==> src/rtl/frame_scheduler.sv <==
// Frame scheduler for a double-buffered display pipeline.
// Clears the back buffer at each vblank, then hands the buffer to the drawing
// engine. Once the engine reports completion, the buffers are swapped on the
// next vblank rising edge. A vblank that arrives before the frame is finished
// is reported as an overrun, and no swap takes place on that edge.
module frame_scheduler #(
   parameter int unsigned    W        = 320,
   parameter int unsigned    H        = 240,
   parameter int unsigned    DW       = 8,
   parameter logic [DW-1:0]  BG_COLOR = 8'h00
) (
   input  logic          Clk,
   input  logic          Reset_n,
   input  logic          vblank,
   input  logic [9:0]    draw_x,
   input  logic [9:0]    draw_y,
   input  logic [DW-1:0] draw_color,
   input  logic          draw_we,
   input  logic          draw_done,
   output logic [9:0]    fb_x,
   output logic [9:0]    fb_y,
   output logic [DW-1:0] fb_color,
   output logic          fb_we,
   output logic          buffer_sel,
   output logic          draw_go,
   output logic          overrun,
   output logic [15:0]   frame_count
);

   localparam logic [9:0] X_LAST = 10'(W - 1);
   localparam logic [9:0] Y_LAST = 10'(H - 1);

   typedef enum logic [1:0] {
      S_IDLE    = 2'd0,
      S_CLEAR   = 2'd1,
      S_DRAW    = 2'd2,
      S_WAIT_VB = 2'd3
   } state_t;

   state_t         state_q, state_d;
   logic [9:0]     cx_q, cx_d;
   logic [9:0]     cy_q, cy_d;
   logic           buffer_sel_q, buffer_sel_d;
   logic [15:0]    frame_count_q, frame_count_d;
   logic           draw_go_q, draw_go_d;
   logic           overrun_q, overrun_d;
   logic [9:0]     fb_x_q, fb_x_d;
   logic [9:0]     fb_y_q, fb_y_d;
   logic [DW-1:0]  fb_color_q, fb_color_d;
   logic           vb_h1_q, vb_h1_d;
   logic           vb_h2_q, vb_h2_d;
   logic           primed_q, primed_d;
   logic           vb_edge;

   // The first clock after reset loads both history flops from vblank, so a
   // level that is already high at release is not mistaken for a rising edge.
   always_comb begin
      vb_h1_d  = vblank;
      vb_h2_d  = primed_q ? vb_h1_q : vblank;
      primed_d = 1'b1;
      vb_edge  = vb_h1_q & ~vb_h2_q;
   end

   // Sequencing, clear-address generation and framebuffer port mux.
   always_comb begin
      state_d       = state_q;
      cx_d          = cx_q;
      cy_d          = cy_q;
      buffer_sel_d  = buffer_sel_q;
      frame_count_d = frame_count_q;
      draw_go_d     = 1'b0;
      overrun_d     = 1'b0;
      fb_x          = fb_x_q;
      fb_y          = fb_y_q;
      fb_color      = fb_color_q;
      fb_we         = 1'b0;

      case (state_q)
         S_IDLE: begin
            if (vb_edge) begin
               state_d = S_CLEAR;
               cx_d    = '0;
               cy_d    = '0;
            end
         end

         S_CLEAR: begin
            fb_we    = 1'b1;
            fb_x     = cx_q;
            fb_y     = cy_q;
            fb_color = BG_COLOR;
            if (vb_edge) begin
               overrun_d = 1'b1;
            end
            if (cx_q == X_LAST) begin
               cx_d = '0;
               if (cy_q == Y_LAST) begin
                  cy_d      = '0;
                  state_d   = S_DRAW;
                  draw_go_d = 1'b1;
               end else begin
                  cy_d = cy_q + 10'd1;
               end
            end else begin
               cx_d = cx_q + 10'd1;
            end
         end

         S_DRAW: begin
            fb_x     = draw_x;
            fb_y     = draw_y;
            fb_color = draw_color;
            fb_we    = draw_we;
            if (vb_edge) begin
               overrun_d = 1'b1;
            end
            if (draw_done) begin
               state_d = S_WAIT_VB;
            end
         end

         S_WAIT_VB: begin
            if (vb_edge) begin
               state_d       = S_CLEAR;
               buffer_sel_d  = ~buffer_sel_q;
               frame_count_d = frame_count_q + 16'd1;
               cx_d          = '0;
               cy_d          = '0;
            end
         end

         default: begin
            state_d = S_IDLE;
         end
      endcase

      fb_x_d     = fb_x;
      fb_y_d     = fb_y;
      fb_color_d = fb_color;
   end

   // State, counters, registered pulses and the held framebuffer address/colour.
   always_ff @(posedge Clk or negedge Reset_n) begin
      if (!Reset_n) begin
         state_q       <= S_IDLE;
         cx_q          <= '0;
         cy_q          <= '0;
         buffer_sel_q  <= 1'b0;
         frame_count_q <= '0;
         draw_go_q     <= 1'b0;
         overrun_q     <= 1'b0;
         fb_x_q        <= '0;
         fb_y_q        <= '0;
         fb_color_q    <= '0;
         vb_h1_q       <= 1'b0;
         vb_h2_q       <= 1'b0;
         primed_q      <= 1'b0;
      end else begin
         state_q       <= state_d;
         cx_q          <= cx_d;
         cy_q          <= cy_d;
         buffer_sel_q  <= buffer_sel_d;
         frame_count_q <= frame_count_d;
         draw_go_q     <= draw_go_d;
         overrun_q     <= overrun_d;
         fb_x_q        <= fb_x_d;
         fb_y_q        <= fb_y_d;
         fb_color_q    <= fb_color_d;
         vb_h1_q       <= vb_h1_d;
         vb_h2_q       <= vb_h2_d;
         primed_q      <= primed_d;
      end
   end

   assign buffer_sel  = buffer_sel_q;
   assign frame_count = frame_count_q;
   assign draw_go     = draw_go_q;
   assign overrun     = overrun_q;

endmodule

==> config.mk <==
export PLATFORM = sky130hd
export DESIGN_NAME = frame_scheduler
export DESIGN_NICKNAME = d
export VERILOG_FILES = /design/src/rtl/frame_scheduler.sv
export SDC_FILE = /design/constraint.sdc
export NUM_CORES = 1
export LEC_CHECK = 0
export BUFFER_PORTS_ARGS = -buffer_cell sky130_fd_sc_hd__buf_4
export CAP_MARGIN = 0
export CORE_MARGIN = 2
export CORE_UTILIZATION = 45
export CTS_CLUSTER_SIZE = 16
export DETAILED_ROUTE_END_ITERATION = 16
export PLACE_DENSITY = 0.74
export SLEW_MARGIN = 20
export SYNTH_ARGS = -nofsm -noshare
export SYNTH_HDL_FRONTEND = slang
export SYNTH_SLANG_ARGS = --single-unit
==> constraint.sdc <==
create_clock -name Clk -period 1.9 [get_ports Clk]
set_clock_uncertainty 0.1 [all_clocks]
set_input_delay 0.095 -clock Clk [delete_from_list [all_inputs] [get_ports Clk]]
set_output_delay 0.095 -clock Clk [all_outputs]
set_load 0.02 [all_outputs]
; Word-level counts from Yosys, hierarchy flattened
; Index checks and enable logic that the tools add are counted.
[totals]
ff_bits = 72
latch_bits = 0
ramBits = 0
mem_bits_ro = 0
in_bits = 33
out_inout_bits = 48
elab_cells = 57
n_memories = 0
[op_classes]
add_sub_neg = 3
mul = 0
div = 0
order_cmp = 0
n_eq_ne = 9
shift = 0
mux = 21
bitwise_logic = 3
n_reduce_logical = 8
[op_table]
columns = op, n
row1 = one-hot mux 10 bit (2 select lines), 4
row2 = 2-to-1 mux 10 bit, 4
row3 = "adder 10 x 1 -> 10 bit, second input constant", 2
row4 = "adder 16 x 1 -> 16 bit, second input constant", 1
row5 = one-hot mux 8 bit (2 select lines), 1
row6 = "== test 10 x 8 -> 1 bit, second input constant", 1
row7 = "== test 10 x 9 -> 1 bit, second input constant", 1
row8 = 2-to-1 mux 2 bit, 4
row9 = 2-to-1 mux 1 bit, 6
row10 = "!= test 2 bit, second input constant", 3
row11 = one-hot mux 2 bit (3 select lines), 1
row12 = "== test 2 bit, second input constant", 2
row13 = AND reduction 2 bit, 2
row14 = AND reduction 4 bit, 1
row15 = OR reduction 2 bit, 2
row16 = AND reduction 3 bit, 1
row17 = "== test 2 x 1 -> 1 bit, second input constant", 1
row18 = zero test 2 bit, 1
row19 = "!= test 2 x 1 -> 1 bit, second input constant", 1
row20 = inverter 1 bit, 2
row21 = one-hot mux 1 bit (2 select lines), 1
row22 = nonzero test 2 bit, 1
row23 = AND 1 bit, 1

; Depth between registers and ports, before layout
; Gate-level depths: netlist of the first run.
[depth]
word_depth = 4
depth_mapped = 9
depth_no_buf = 6

; Worst setup path before layout of the first run
; Ideal clock, no wire load.
[synth_path]
path_type = reg-to-reg
start = register state_q[0]
end = register fb_color_q[3]
setup_ns = 0.186
arrival_ns = 1.670
required_time_ns = 1.614
setup_slack_ns = -0.056
path_stages_with_launch = 6
path_buffers = 2
synth_period_minus_slack_ns = 1.956
cell_sequence = dfrtp_1 inv_1 ha_1 clkbuf_1 clkbuf_1 o21ai_0
[synth_via]
elab_chain_cells = 2
word_cells_on_any_way = 3
classes_between = 2 x eq/ne / 1 x mux
[synth_lines]
columns = item, line_no
row1 = from (decl), 40  ; state_t state_q, state_d;
row2 = from (signal assigned), 159  ; state_q <= state_d;
row3 = == test 2 bit or == test 2 x 1 -> 1 bit (tied branches), 78  ; case (state_q)
row4 = one-hot mux 8 bit (2 select lines) (*), 78
row5 = via fb_color[3], 22  ; output logic [DW-1:0] fb_color,
row6 = to (signal assigned), 168  ; fb_color_q <= fb_color_d;
row7 = to (decl), 49  ; logic [DW-1:0] fb_color_q, fb_color_d;
; The timed path passes the listed nets; every way through them passes the cells marked *.
; A chain may end at the register's enable or synchronous reset.

; Worst setup path after layout of the first run
[layout_path]
start = register state_q[1]
end = output port fb_x[4]
[layout_via]
elab_chain_cells = 2
word_cells_on_any_way = 3
classes_between = 2 x eq/ne / 1 x mux
[layout_lines]
columns = item, line_no
row1 = == test 2 bit or == test 2 x 1 -> 1 bit (tied branches), 78
row2 = one-hot mux 10 bit (2 select lines) (*), 78
row3 = to (decl), 20  ; output logic [9:0] fb_x,
; Every way passes the cells marked *; elsewhere a longest branch is shown, timed or not.

==> impl_metrics.env, run 1 <==
export IMPL_place_hpwl_um=6050
export IMPL_cpPeakStageDelay_ps=450
export IMPL_cp_start_kind="register"
export IMPL_total_power_mw=5.84
export IMPL_vdd_drop_max_mv=0.655
export IMPL_antennaDiodeCount=0
export IMPL_root_buffer="clkbuf_8"
export IMPL_rows=31
export IMPL_reg2regPathDepth=5
export IMPL_areaGrowthSynthToFinish_pct=63.0
export IMPL_final_cell_mix="buf_4, dfrtp_1, nand2_1, dlygate4sd3_1, buf_6"
export IMPL_final_common_cell="buf_4"
export IMPL_cap_violations=0
export IMPL_post_drt_wl_per_cell_um=18.6
export IMPL_status="complete, but fails checks"
export IMPL_top_layer="met4"
export IMPL_p_per_area_mw_per_mm2=1040
export IMPL_worst_slew_pin_slew_ps=913
export IMPL_relSlewSlack=0.391
export IMPL_nNetsFinal=541
export IMPL_max_freq_ghz=0.502
export IMPL_place_area_mm2=0.00434
export IMPL_synth_cell_types=46
export IMPL_grt_max_degree=73
export IMPL_coreArea_mm2=0.00733
export IMPL_start_util=0.467
export IMPL_path_max_fanout=7
export IMPL_fin_setup_tns_ps=-1170
export IMPL_finalCriticalPeriod_ps=1990
export IMPL_synthFlopType="dfrtp_1"
export IMPL_grtUsageTotal=0.250
export IMPL_drive_gt1_frac=0.442
export IMPL_yosysWarnings=0
export IMPL_place_congestion=0.824
export IMPL_insertion_delay_ps=370
export IMPL_crit_chain="ha_4 > buf_12 > clkbuf_16 > nand2_2 > o21ai_4 > buf_6"
export IMPL_dp_worst_setup_slack_ps=-8.90
export IMPL_crit_family="buffers and inverters"
export IMPL_reg2reg_slack_ps=-30
export IMPL_synthesis_area_mm2=0.00343
export IMPL_p_leak_nw=2.55
export IMPL_cts_made_buffers=9
export IMPL_vias=3465
export IMPL_synth_top_area_frac=0.526
export IMPL_synth_area_leaders="dfrtp_1, nand2_1, o21ai_0, a22oi_1, xnor2_1"
export IMPL_period_share=1.05
export IMPL_crit_start="state_q[1]"
export IMPL_synth_seq_area_share=0.526
export IMPL_violations="setup timing"
export IMPL_routed_wl_met3_um=656
export IMPL_syn_num_nets=386
export IMPL_grt_pass1_vias=3359
export IMPL_drt_iter0_markers=229
export IMPL_worst_setup_path_type="register to output port"
export IMPL_cts_tree="yes"
export IMPL_cts_clk_slew_worst_paths_ps=80
export IMPL_ios=81
export IMPL_fin_area_mm2=0.00559
export IMPL_setup_viol=23
export IMPL_finalWorstSetupSlack_ps=-93.6
export IMPL_yosysTopAreaCell="dfrtp_1"
export IMPL_drt_total_wl_um=11300
export IMPL_crit_slowest_cell="dfrtp_2"
export IMPL_reg2reg_to="cy_q[7]"
export IMPL_overflow=0
export IMPL_die_h_um=91.3
export IMPL_cp_depth=6
export IMPL_critPathArrivalTime_ps=1800
export IMPL_met2_length_um=5810
export IMPL_ys_ff_latch=72
export IMPL_rr_startpoint="cx_q[9]"
export IMPL_drv_slew=0
export IMPL_synth_edf_count=0
export IMPL_hold_viol_final=0
export IMPL_synthArstFlopShare=1.00
export IMPL_syn_avg_cell_area_um2=9.88
export IMPL_synth_cells=347
export IMPL_drtAntennaViolNets=0
export IMPL_drc_errors=0
export IMPL_clock_sinks=72
export IMPL_worstPathRequired_ps=1700
export IMPL_dieArea_mm2=0.00833
export IMPL_clockBufferDepth=2
export IMPL_place_port_buffers=80
export IMPL_crit_buf_inv=3
export IMPL_dr_pass1_iters=7
export IMPL_viasPerCell=5.72
export IMPL_grt_pass1_wl_um=16400
export IMPL_die_w_um=91.3
export IMPL_drt_met1_wl_um=4510
export IMPL_hp_class="input pin to register"
export IMPL_grt_antenna_before_repair=0
export IMPL_endpoint_kind="output port"
export IMPL_htreeDepth=3
export IMPL_endpoint="fb_x[4]"
export IMPL_rsz0062_at_grt="true"
where the power goes:
group	total [mW]	internal (mW)	switching, mW
Combinational	2.59	1.20	1.39
Clock	1.45	0.810	0.636
Sequential	1.80	1.67	0.136
Total	5.84	3.67	2.17
metal layers:
layer | up-vias | track usage
li1 | 1556 | -
met3 | 27 | 0.0407
met1 | 1726 | 0.317
met5 | - | 0
met4 | 0 | 0.0922
met2 | 156 | 0.431
cell families (layout without fill, tap and decap cells):
family,after synthesis,after routing,share of synthesized area
AO/OA/AOI/OAI,88,88,0.165
AND/OR/NAND/NOR,126,126,0.188
adder cells (fa/ha/maj),6,6,0.0219
multiplexers,2,2,0.00621
other,1,1,0.00109
buffers and inverters,30,190,0.0358
XOR/XNOR,22,22,0.0562
flip-flops,72,72,0.526
registers in the layout (all words and copies together), names as in the netlist, 2 cells and up:
name	count
cx_q	10
cy_q	10
fb_color_q	8
fb_x_q	10
fb_y_q	10
frame_count	16
state_q	2
cell type report:
class                   count  area, µm²
multi-input cells         245       1880
inverters                  10       37.5
well taps                  99        124
flip-flops and latches     72       1800
repair buffers            164       1510
clock inverters             5       78.8
fillers                   428       1740
clock buffers              11        151
tightest hold or removal path, cell delays in order:
cell and delay (ps):
buf_4 110, nand2_1 60, o21ai_2 70, buf_4 120
stage by stage:
stage	utilization	instances	hold WS, ps
2_1_floorplan	-	347	-301
3_3_place_gp	0.593	541	116
3_5_place_dp	0.593	541	125
4_1_cts	0.710	592	12.5
5_1_grt	0.762	606	43.7
6_report	0.762	606	40.4
cells in the mapped netlist, types with 4 or more instances:
cell type and n:
nand2b_1 6, nand2_1 52, xnor2_1 13, clkbuf_1 14
nor2_1 19, a22oi_1 20, dfrtp_1 72, xor2_1 9
nand3_1 8, a21oi_1 5, ha_1 6, and4_1 4
nand4_1 10, a31oi_1 9, and3_1 8, o21ai_0 34
o31ai_1 4, nand3b_1 4, inv_1 10
timing repair:
item,CTS,global route
setup buffers,7,10
resized for setup,74,59
cloned,2,3
hold buffers,26,1
endpoints found under the hold margin,98,1
pin swaps,4,11
endpoints found under the setup margin,35,43
worst min-delay path by stage:
stage | startpoint | end | slack [ps] | cells after the start
floorplan | Reset_n | buffer_sel | -300 | 0
global placement | vblank | vb_h1_q | 120 | 1
detailed placement | vblank | vb_h1_q | 130 | 1
CTS | draw_y[7] | fb_y_q[7] | 10 | 3
global route | draw_color[2] | fb_color_q[2] | 40 | 4
finish | draw_color[2] | fb_color_q[2] | 40 | 4
Power figures use the tool's default switching activity.
==> inputs of run 2 (changes only) <==
CORE_MARGIN = 10   (was 2)
==> run 2 against run 1 <==
Net effect:
- the run still ends with setup timing left
- register-to-register slack lost 190 ps
- combinational power grew 41%
- sequential share of layout area shrank 3.3 points
- die area grew 38%
- first-iteration DRC count grew 83%
- critical path depth grew 2
- largest power group unchanged
- highest routed layer unchanged
==> impl_metrics.env, run 2 (synthesis gave the netlist of run 1 again) <==
export IMPL_status="complete, but fails checks"
export IMPL_violations="setup timing"
export IMPL_cts_tree="yes"
export IMPL_root_buffer="clkbuf_8"
export IMPL_grt_pass1_wl_um=20400
export IMPL_clockBufferDepth=2
export IMPL_htreeDepth=3
export IMPL_p_sw_mw=2.74
export IMPL_endpoint_kind="output port"
export IMPL_largest_register_ffs=16
export IMPL_drc_errors=0
export IMPL_clock_sinks=72
export IMPL_finalWorstSetupSlack_ps=-243
export IMPL_viasPerCell=6.17
export IMPL_die_w_um=107
export IMPL_cp_start_kind="register"
export IMPL_worstPathRequired_ps=1700
export IMPL_drtAntennaViolNets=0
export IMPL_grt_pass1_vias=3801
export IMPL_swShare=0.398
export IMPL_max_freq_ghz=0.467
export IMPL_vias=3955
export IMPL_grt_max_degree=43
export IMPL_die_h_um=107
export IMPL_drv_slew=0
export IMPL_register_area_mm2=0.00180
export IMPL_p_seq_frac=0.264
export IMPL_place_congestion=0.789
export IMPL_place_port_buffers=80
export IMPL_cts_made_buffers=9
export IMPL_nNetsFinal=576
export IMPL_p_int_mw=4.15
export IMPL_dieArea_mm2=0.0115
export IMPL_place_area_mm2=0.00439
export IMPL_start_util=0.467
export IMPL_place_hpwl_um=6610
export IMPL_worst_setup_path_type="register to output port"
export IMPL_fin_setup_tns_ps=-6830
export IMPL_drt_iter0_markers=420
export IMPL_grt_antenna_before_repair=0
export IMPL_final_common_cell="buf_4"
export IMPL_total_power_mw=6.88
export IMPL_setup_viol=51
export IMPL_critPathArrivalTime_ps=1950
export IMPL_overflow=0
export IMPL_areaGrowthSynthToFinish_pct=81.3
export IMPL_post_drt_wl_per_cell_um=24.5
export IMPL_p_per_area_mw_per_mm2=1110
export IMPL_clkPwrFrac=0.206
export IMPL_cts_clk_slew_worst_paths_ps=100
export IMPL_final_util=0.848
export IMPL_coreArea_mm2=0.00733
export IMPL_finalCriticalPeriod_ps=2140
export IMPL_vdd_drop_max_mv=0.769
export IMPL_fin_area_mm2=0.00621
export IMPL_drt_total_wl_um=15700
export IMPL_antennaDiodeCount=0
export IMPL_dr_pass1_iters=5
export IMPL_final_cell_mix="buf_4, dfrtp_1, buf_6, nand2_1"
export IMPL_ios=81
export IMPL_hp_class="input pin to register"
export IMPL_rsz0062_at_grt="true"
export IMPL_p_leak_nw=2.82
export IMPL_drive_gt1_frac=0.542
export IMPL_fill_cells=343
export IMPL_grtUsageTotal=0.224
export IMPL_insertion_delay_ps=370
export IMPL_rows=31
export IMPL_path_max_fanout=8
export IMPL_hold_viol_final=0
export IMPL_period_share=1.13
export IMPL_cap_violations=0
export IMPL_pwr_share_comb=0.530
export IMPL_multi_input_area_mm2=0.00211
[run 2: layout make-up]
| class | instances | area share |
|---|---|---|
| multi-input cells | 246 | 0.340 |
| repair buffers | 198 | 0.308 |
| flip-flops and latches | 72 | 0.290 |
| clock buffers | 9 | 0.0199 |
| well taps | 99 | 0.0199 |
| clock inverters | 7 | 0.0153 |
| inverters | 10 | 0.00685 |
[run 2: per-stage QoR]
step,std cells,hold slack (ps),worst slack [ps]
2_1_floorplan,347,-301,-55.9
6_report,641,24.5,-243
5_1_grt,641,44.8,-279
3_5_place_dp,547,-39.3,-135
4_1_cts,616,12.5,-123
3_3_place_gp,547,-47.8,-75.5
[run 2: what timing repair did]
action / in CTS / in global routing
endpoints found under the setup margin: 49 / 57
pin swaps: 22 / 40
setup buffers: 29 / 27
hold buffers: 20 / 0
cloned: 6 / 1
resized for setup: 138 / 80
hold endpoints to repair: 92 / 0
[run 2: critical path, stage by stage (launching register included)]
cell and delay (ps):
dfrtp_2 460, buf_6 140, inv_4 50, ha_4 150, buf_8 150, buf_8 150
a22oi_2 80, o21ai_1 210, buf_4 190
[run 2: final timing paths]
check | slack [ps] | cells past startpoint | from | end
worst max-delay path | -240 | 8 | state_q[1] | fb_y[5]
worst min-delay path | 20 | 4 | draw_x[7] | fb_x_q[7]
worst max register to register | -220 | 10 | state_q[1] | cy_q[3]
worst min register to register | 380 | 1 | frame_count[15] | frame_count[15]
max in group asynchronous | 990 | 3 | Reset_n | state_q[1]
min in group asynchronous | 110 | 2 | Reset_n | fb_x_q[5]
[run 2: routing by layer]
layer	global-route usage	part of all wire
met1	0.257	0.35
met4	0.0812	0.060
met3	0.0605	0.10
met2	0.391	0.48
met5	0	0
[run 2: power by group through the flow]
stage	registers, mW	clock network (mW)	logic, mW
after global routing	1.83	1.49	3.76
after global placement	1.80	0	1.64
final	1.82	1.41	3.65
after floorplan	1.89	0	0.803
after detailed placement	1.81	0	1.68
after CTS	1.78	1.37	2.93
